File: src/rtl/bus_arb2_nslave.sv
// bus_arb2_nslave
//   Shared single-bus interconnect. Two masters request the bus, and ownership
//   rotates round-robin, with an optional hold limit. The owner's address,
//   write strobe and write data are forwarded to NUM_SLAVES address-decoded
//   slaves. Read data is returned one cycle later through a registered
//   slave-index select, together with valid and error strobes.
//
// Ports
//   clk, reset                  clock and synchronous active-high reset
//   m0_req/m1_req               bus request per master
//   m0_wr/m1_wr                 1 = write, 0 = read
//   m0_addr/m1_addr             access address
//   m0_dout/m1_dout             write data
//   m0_grant/m1_grant           registered, mutually exclusive ownership flags
//   m_din, m_rvalid, m_err      read data, read-valid strobe, unmapped-access strobe
//   s_sel, s_addr, s_wr, s_din  one-hot select and forwarded command to the slaves
//   s_dout                      slave read data; slave i at [i*DATA_W +: DATA_W]
module bus_arb2_nslave #(
  parameter int unsigned ADDR_W     = 16,
  parameter int unsigned DATA_W     = 64,
  parameter int unsigned NUM_SLAVES = 2,
  parameter logic [NUM_SLAVES*ADDR_W-1:0] SLAVE_BASE = {16'h7000, 16'h0000},
  parameter logic [NUM_SLAVES*ADDR_W-1:0] SLAVE_MASK = {16'hFFE0, 16'hF800},
  parameter int unsigned MAX_HOLD   = 0
) (
  input  logic                         clk,
  input  logic                         reset,
  input  logic                         m0_req,
  input  logic                         m1_req,
  input  logic                         m0_wr,
  input  logic                         m1_wr,
  input  logic [ADDR_W-1:0]            m0_addr,
  input  logic [ADDR_W-1:0]            m1_addr,
  input  logic [DATA_W-1:0]            m0_dout,
  input  logic [DATA_W-1:0]            m1_dout,
  output logic                         m0_grant,
  output logic                         m1_grant,
  output logic [DATA_W-1:0]            m_din,
  output logic                         m_rvalid,
  output logic                         m_err,
  output logic [NUM_SLAVES-1:0]        s_sel,
  output logic [ADDR_W-1:0]            s_addr,
  output logic                         s_wr,
  output logic [DATA_W-1:0]            s_din,
  input  logic [NUM_SLAVES*DATA_W-1:0] s_dout
);

  localparam int unsigned IDX_W  = (NUM_SLAVES > 1) ? $clog2(NUM_SLAVES) : 1;
  localparam int unsigned HOLD_W = (MAX_HOLD < 2) ? 1 : $clog2(MAX_HOLD + 1);
  localparam logic [HOLD_W-1:0] HOLD_LAST = HOLD_W'((MAX_HOLD == 0) ? 0 : MAX_HOLD - 1);

  typedef enum logic [1:0] {
    IDLE = 2'd0,
    G0   = 2'd1,
    G1   = 2'd2
  } state_e;

  state_e             state_q, state_d;
  logic               last_q;       // 1: M1 was the most recent owner
  logic [HOLD_W-1:0]  hold_q;
  logic               hold_limit;

  logic               granted;
  logic               hit;
  logic [IDX_W-1:0]   hit_idx;

  logic               rd_pend_q;
  logic               err_pend_q;
  logic [IDX_W-1:0]   rd_idx_q;

  // ---------------------------------------------------------------- arbiter
  always_comb begin
    hold_limit = (MAX_HOLD != 0) && (hold_q == HOLD_LAST);
    state_d    = state_q;
    case (state_q)
      IDLE: begin
        if (m0_req && m1_req) state_d = last_q ? G0 : G1;
        else if (m0_req)      state_d = G0;
        else if (m1_req)      state_d = G1;
      end
      G0: begin
        if (m0_req) begin
          if (hold_limit && m1_req) state_d = G1;
        end else begin
          state_d = m1_req ? G1 : IDLE;
        end
      end
      G1: begin
        if (m1_req) begin
          if (hold_limit && m0_req) state_d = G0;
        end else begin
          state_d = m0_req ? G0 : IDLE;
        end
      end
      default: state_d = IDLE;
    endcase
  end

  always_ff @(posedge clk) begin
    if (reset) begin
      state_q <= IDLE;
      last_q  <= 1'b1;
      hold_q  <= '0;
    end else begin
      state_q <= state_d;
      if (state_d == G0) last_q <= 1'b0;
      if (state_d == G1) last_q <= 1'b1;
      if (state_d != state_q) begin
        hold_q <= '0;
      end else if (state_q != IDLE && hold_q != '1) begin
        hold_q <= hold_q + 1'b1;
      end
    end
  end

  assign m0_grant = (state_q == G0);
  assign m1_grant = (state_q == G1);
  assign granted  = m0_grant | m1_grant;

  // ------------------------------------------------------------- forwarding
  always_comb begin
    s_addr = '0;
    s_din  = '0;
    s_wr   = 1'b0;
    if (m0_grant) begin
      s_addr = m0_addr;
      s_din  = m0_dout;
      s_wr   = m0_wr;
    end else if (m1_grant) begin
      s_addr = m1_addr;
      s_din  = m1_dout;
      s_wr   = m1_wr;
    end
  end

  // ----------------------------------------------------------------- decode
  // Ascending scan that latches the first match, so the lowest index wins on overlap.
  always_comb begin
    hit     = 1'b0;
    hit_idx = '0;
    for (int unsigned i = 0; i < NUM_SLAVES; i++) begin
      if (!hit && ((s_addr & SLAVE_MASK[i*ADDR_W +: ADDR_W]) == SLAVE_BASE[i*ADDR_W +: ADDR_W])) begin
        hit     = 1'b1;
        hit_idx = IDX_W'(i);
      end
    end
  end

  always_comb begin
    s_sel = '0;
    for (int unsigned i = 0; i < NUM_SLAVES; i++) begin
      if (granted && hit && hit_idx == IDX_W'(i)) s_sel[i] = 1'b1;
    end
  end

  // ------------------------------------------------------------ read return
  always_ff @(posedge clk) begin
    if (reset) begin
      rd_pend_q  <= 1'b0;
      err_pend_q <= 1'b0;
      rd_idx_q   <= '0;
    end else begin
      rd_pend_q  <= granted & ~s_wr & hit;
      err_pend_q <= granted & ~hit;
      rd_idx_q   <= hit_idx;
    end
  end

  assign m_rvalid = rd_pend_q;
  assign m_err    = err_pend_q;

  always_comb begin
    m_din = '0;
    if (rd_pend_q) begin
      for (int unsigned i = 0; i < NUM_SLAVES; i++) begin
        if (rd_idx_q == IDX_W'(i)) m_din = s_dout[i*DATA_W +: DATA_W];
      end
    end
  end

endmodule

File: config.mk
export PLATFORM = sky130hd
export DESIGN_NAME = bus_arb2_nslave
export DESIGN_NICKNAME = d
export VERILOG_FILES = /design/src/rtl/bus_arb2_nslave.sv
export SDC_FILE = /design/constraint.sdc
export NUM_CORES = 1
export LEC_CHECK = 0
export ABC_CLOCK_PERIOD_IN_PS = 3560
export BUFFER_PORTS_ARGS = -buffer_cell sky130_fd_sc_hd__buf_2
export CAP_MARGIN = 20
export CORE_AREA = 2 2 172 174
export DETAILED_ROUTE_END_ITERATION = 16
export DIE_AREA = 0 0 174 176
export GPL_TIMING_DRIVEN = 0
export PLACE_DENSITY_LB_ADDON = 0.2
export SYNTH_ARGS = -nofsm -noshare
export SYNTH_HDL_FRONTEND = slang
export SYNTH_SLANG_ARGS = --single-unit
File: constraint.sdc
create_clock -name clk -period 3.56 [get_ports clk]
set_input_delay 1.068 -clock clk [delete_from_list [all_inputs] [get_ports clk]]
set_output_delay 1.068 -clock clk [all_outputs]
set_load 0.02 [all_outputs]
==> out/results.ini <==
[status]
outcome=completed

[setup_path]
cp_num_buf_inv=4
arrival_ns=2.30
crit_type=reg -> out
cp_data_required_time_ns=2.49
cp_slowest_stage_delay_ns=0.41
crit_slowest_cell=dfxtp_1
cp-startpoint=state_q[1]
reg2reg_from=state_q[1]
crit_path_cell_trace=ha_1, buf_4, buf_2, buf_2, nand2_1, o21ai_0, buf_2
startpoint_type=flop
cp-end-kind=output pin
cp_top_family=buffers and inverters
ff2ff_setup_slack_ns=1.61
path_common_cell=buf_2
worstPathMaxFanout=10

[timing]
drv_slew=0
clock_skew_ns=0.00104
finalHoldViolCount=0
setup_tns_ns=0
rsz0062_at_grt=false
finalCriticalPeriod_ns=3.37
tightest_slew_ns=0.594
timing.final.crit_share=0.946
setup_viol=0
max_freq_mhz=297
slew_headroom=0.604

[place]
dp_hpwl_um=18100
port_buffers=444
dpl.cell_count=1292
gp_congestion=0.757

[detailed_routing]
wirelength_um=20500
num_vias=4844
drt_iter0_markers=154
drcViolationCount=0
drt-pass1-iter-count=4
via_per_inst=3.74
route.detailed.wl_per_inst_um=15.8
ant_nets=0

[global_routing]
grt_pass1_vias=5046
antenna_found_initial=1
track_usage=0.124
grt-ovfl-total=0
grt_max_degree=11
grt_pass1_wl_um=29400

[synthesis]
synth_fp_nets=762
async_reset_ff_frac=0
synth-main-ff-cell=dfxtp_1
netlist_area_mm2=0.00277
yosysUniqueCellTypes=38
ys_ff_latch=6
synth-seq-area-share=0.0433
synth_edf_count=0
syn_area_per_cell_um2=5.98
ys_warn_count=0
synth_cells=464

[clock_network]
cts_setup_buffers=0
cts_htree_levels=1
clkTransAtPathRegs_ns=0.03
root_buffer=clkbuf_16
cts_made_buffers=3
clk_path_buf_depth=2
cts_tree=built
clk_latency_ns=0.23
clock-sinks=6

[pwr]
switching_share=0.560
totalPowerFinal_uw=1580
clkPwrFrac=0.115
p_leak_uw=0.00289
switchingPower_uw=884
vdd_ir_drop_max_mv=0.0978
pwr-share-seq=0.056
power_frac_comb=0.829
p_per_area_mw_per_mm2=284
internal_power_uw=694

[floorplan]
die_width_um=174
start_util=0.0972
ioPinCount=445
coreArea_mm2=0.0285
rows=62
chipHeight_um=176
die_area_mm2=0.0306

[worst_hold_path]
hold_path.class=reg -> reg
worstHoldStart=last_q

[finish]
area_growth_pct=100
layout.nets=1211
stdcell_count=1296
fin_util=0.195
fillers=3418
regArea_um2=120
multi_input_comb_area_mm2=0.00243
drive_gt1_frac=0.530

[job]
cap_violations=0

-- cell usage in the layout (no fill, tap or decap), types with 3 or more instances in the layout --
cell       netlist  layout
clkbuf_1        14      12
buf_2           22     466
nand2_1        157     157
o21ai_0         65      64
o21a_1           3       3
dfxtp_1          6       6
nor2_1           3       3
nor2b_1         65      65
inv_1            5       5
clkbuf_16        0       3
ha_1             4       4
mux2i_1         65      65
o21ai_1         17      18
-- cells by family (layout without fill, tap and decap cells) --
kind of cell / count (synthesis) / count (layout) / synth area share
AOI/OAI and AO/OA: 103 / 103 / 0.213
other: 0 / 1 / 0
DFF: 6 / 6 / 0.0433
and+or+nand+nor: 239 / 239 / 0.406
adders and majority gates: 4 / 4 / 0.0180
muxes: 66 / 66 / 0.239
buffers and inverters: 46 / 493 / 0.0803
-- per-stage QoR --
stage               instance area, um2  worst slack (ns)  hold slack [ns]
floorplan                         2770             0.451            0.526
global placement                  5480             0.318            0.561
detailed placement                5480             0.294            0.555
CTS                               5550            0.0319            0.559
global route                      5560            0.0148            0.597
finish                            5560             0.192            0.556
-- worst paths after layout --
check | endpoint | cells past startpoint
max | s_din[57] | 7
min reg2reg | last_q | 2
max reg2reg | m_err | 7
min | last_q | 2
-- power groups by stage --
stage,Clock (uW),Sequential (uW),Combinational (uW)
3_3_place_gp,0,89.4,1330
6_report,181,88.3,1310
5_1_grt,191,90.3,1440
3_5_place_dp,0,89.7,1330
2_1_floorplan,0,90.9,735
4_1_cts,185,88.3,1330
-- timing repair --
item                       4_1_cts  5_1_grt
hold endpoints to repair         0        0
gates resized for setup          0        6
hold buffers                     0        0
setup endpoints to repair        0       12
-- sequential cells by signal, summed over array words and instances, names as in the netlist --
| signal | cells |
|---|---|
| m_rvalid | 1 |
| rd_idx_q | 1 |
| m_err | 1 |
| state_q | 2 |
| last_q | 1 |
-- synth_stat cells (2+ instances only) --
cell type,instances,share of area
nor2b_1,65,0.15
ha_1,4,0.018
nor4b_2,2,0.011
a21boi_1,2,0.0054
nand2_1,157,0.21
o21a_1,3,0.0081
nor3_1,2,0.0036
inv_1,5,0.0068
buf_6,2,0.0081
o211ai_1,2,0.0054
nand3b_1,2,0.0054
mux2i_1,65,0.23
and2_1,2,0.0045
clkbuf_1,14,0.019
nor4_2,2,0.0090
buf_2,22,0.040
o21ai_1,17,0.031
nor2_1,3,0.0041
dfxtp_1,6,0.043
nand2b_1,2,0.0045
o21ai_0,65,0.12
a22o_1,2,0.0063
a21o_1,2,0.0054
buf_4,2,0.0054
-- layout make-up --
cell class,count,area share
diodes,1,0.000450
plain buffers,41,0.0372
clock buffers,3,0.0135
inverters,5,0.00338
multi-input cells,412,0.438
flip-flops and latches,6,0.0216
well taps,384,0.0865
repair buffers,444,0.400
-- worst register-to-register path, stage by stage, from the launching register on --
cell	delay, ns
dfxtp_1	0.41
inv_1	0.10
ha_1	0.27
buf_6	0.19
buf_6	0.17
a21oi_2	0.22
o211ai_1	0.24
o21a_1	0.24
-- per-layer routing --
layer  GRT usage  up-vias  wire [um]
met5           0        -          0
met2       0.236      278      10700
met1       0.149     2110       8270
li1            -     2448          -
met3      0.0183        8       1410
met4      0.0168        0        119
Power figures use the tool's default switching activity.
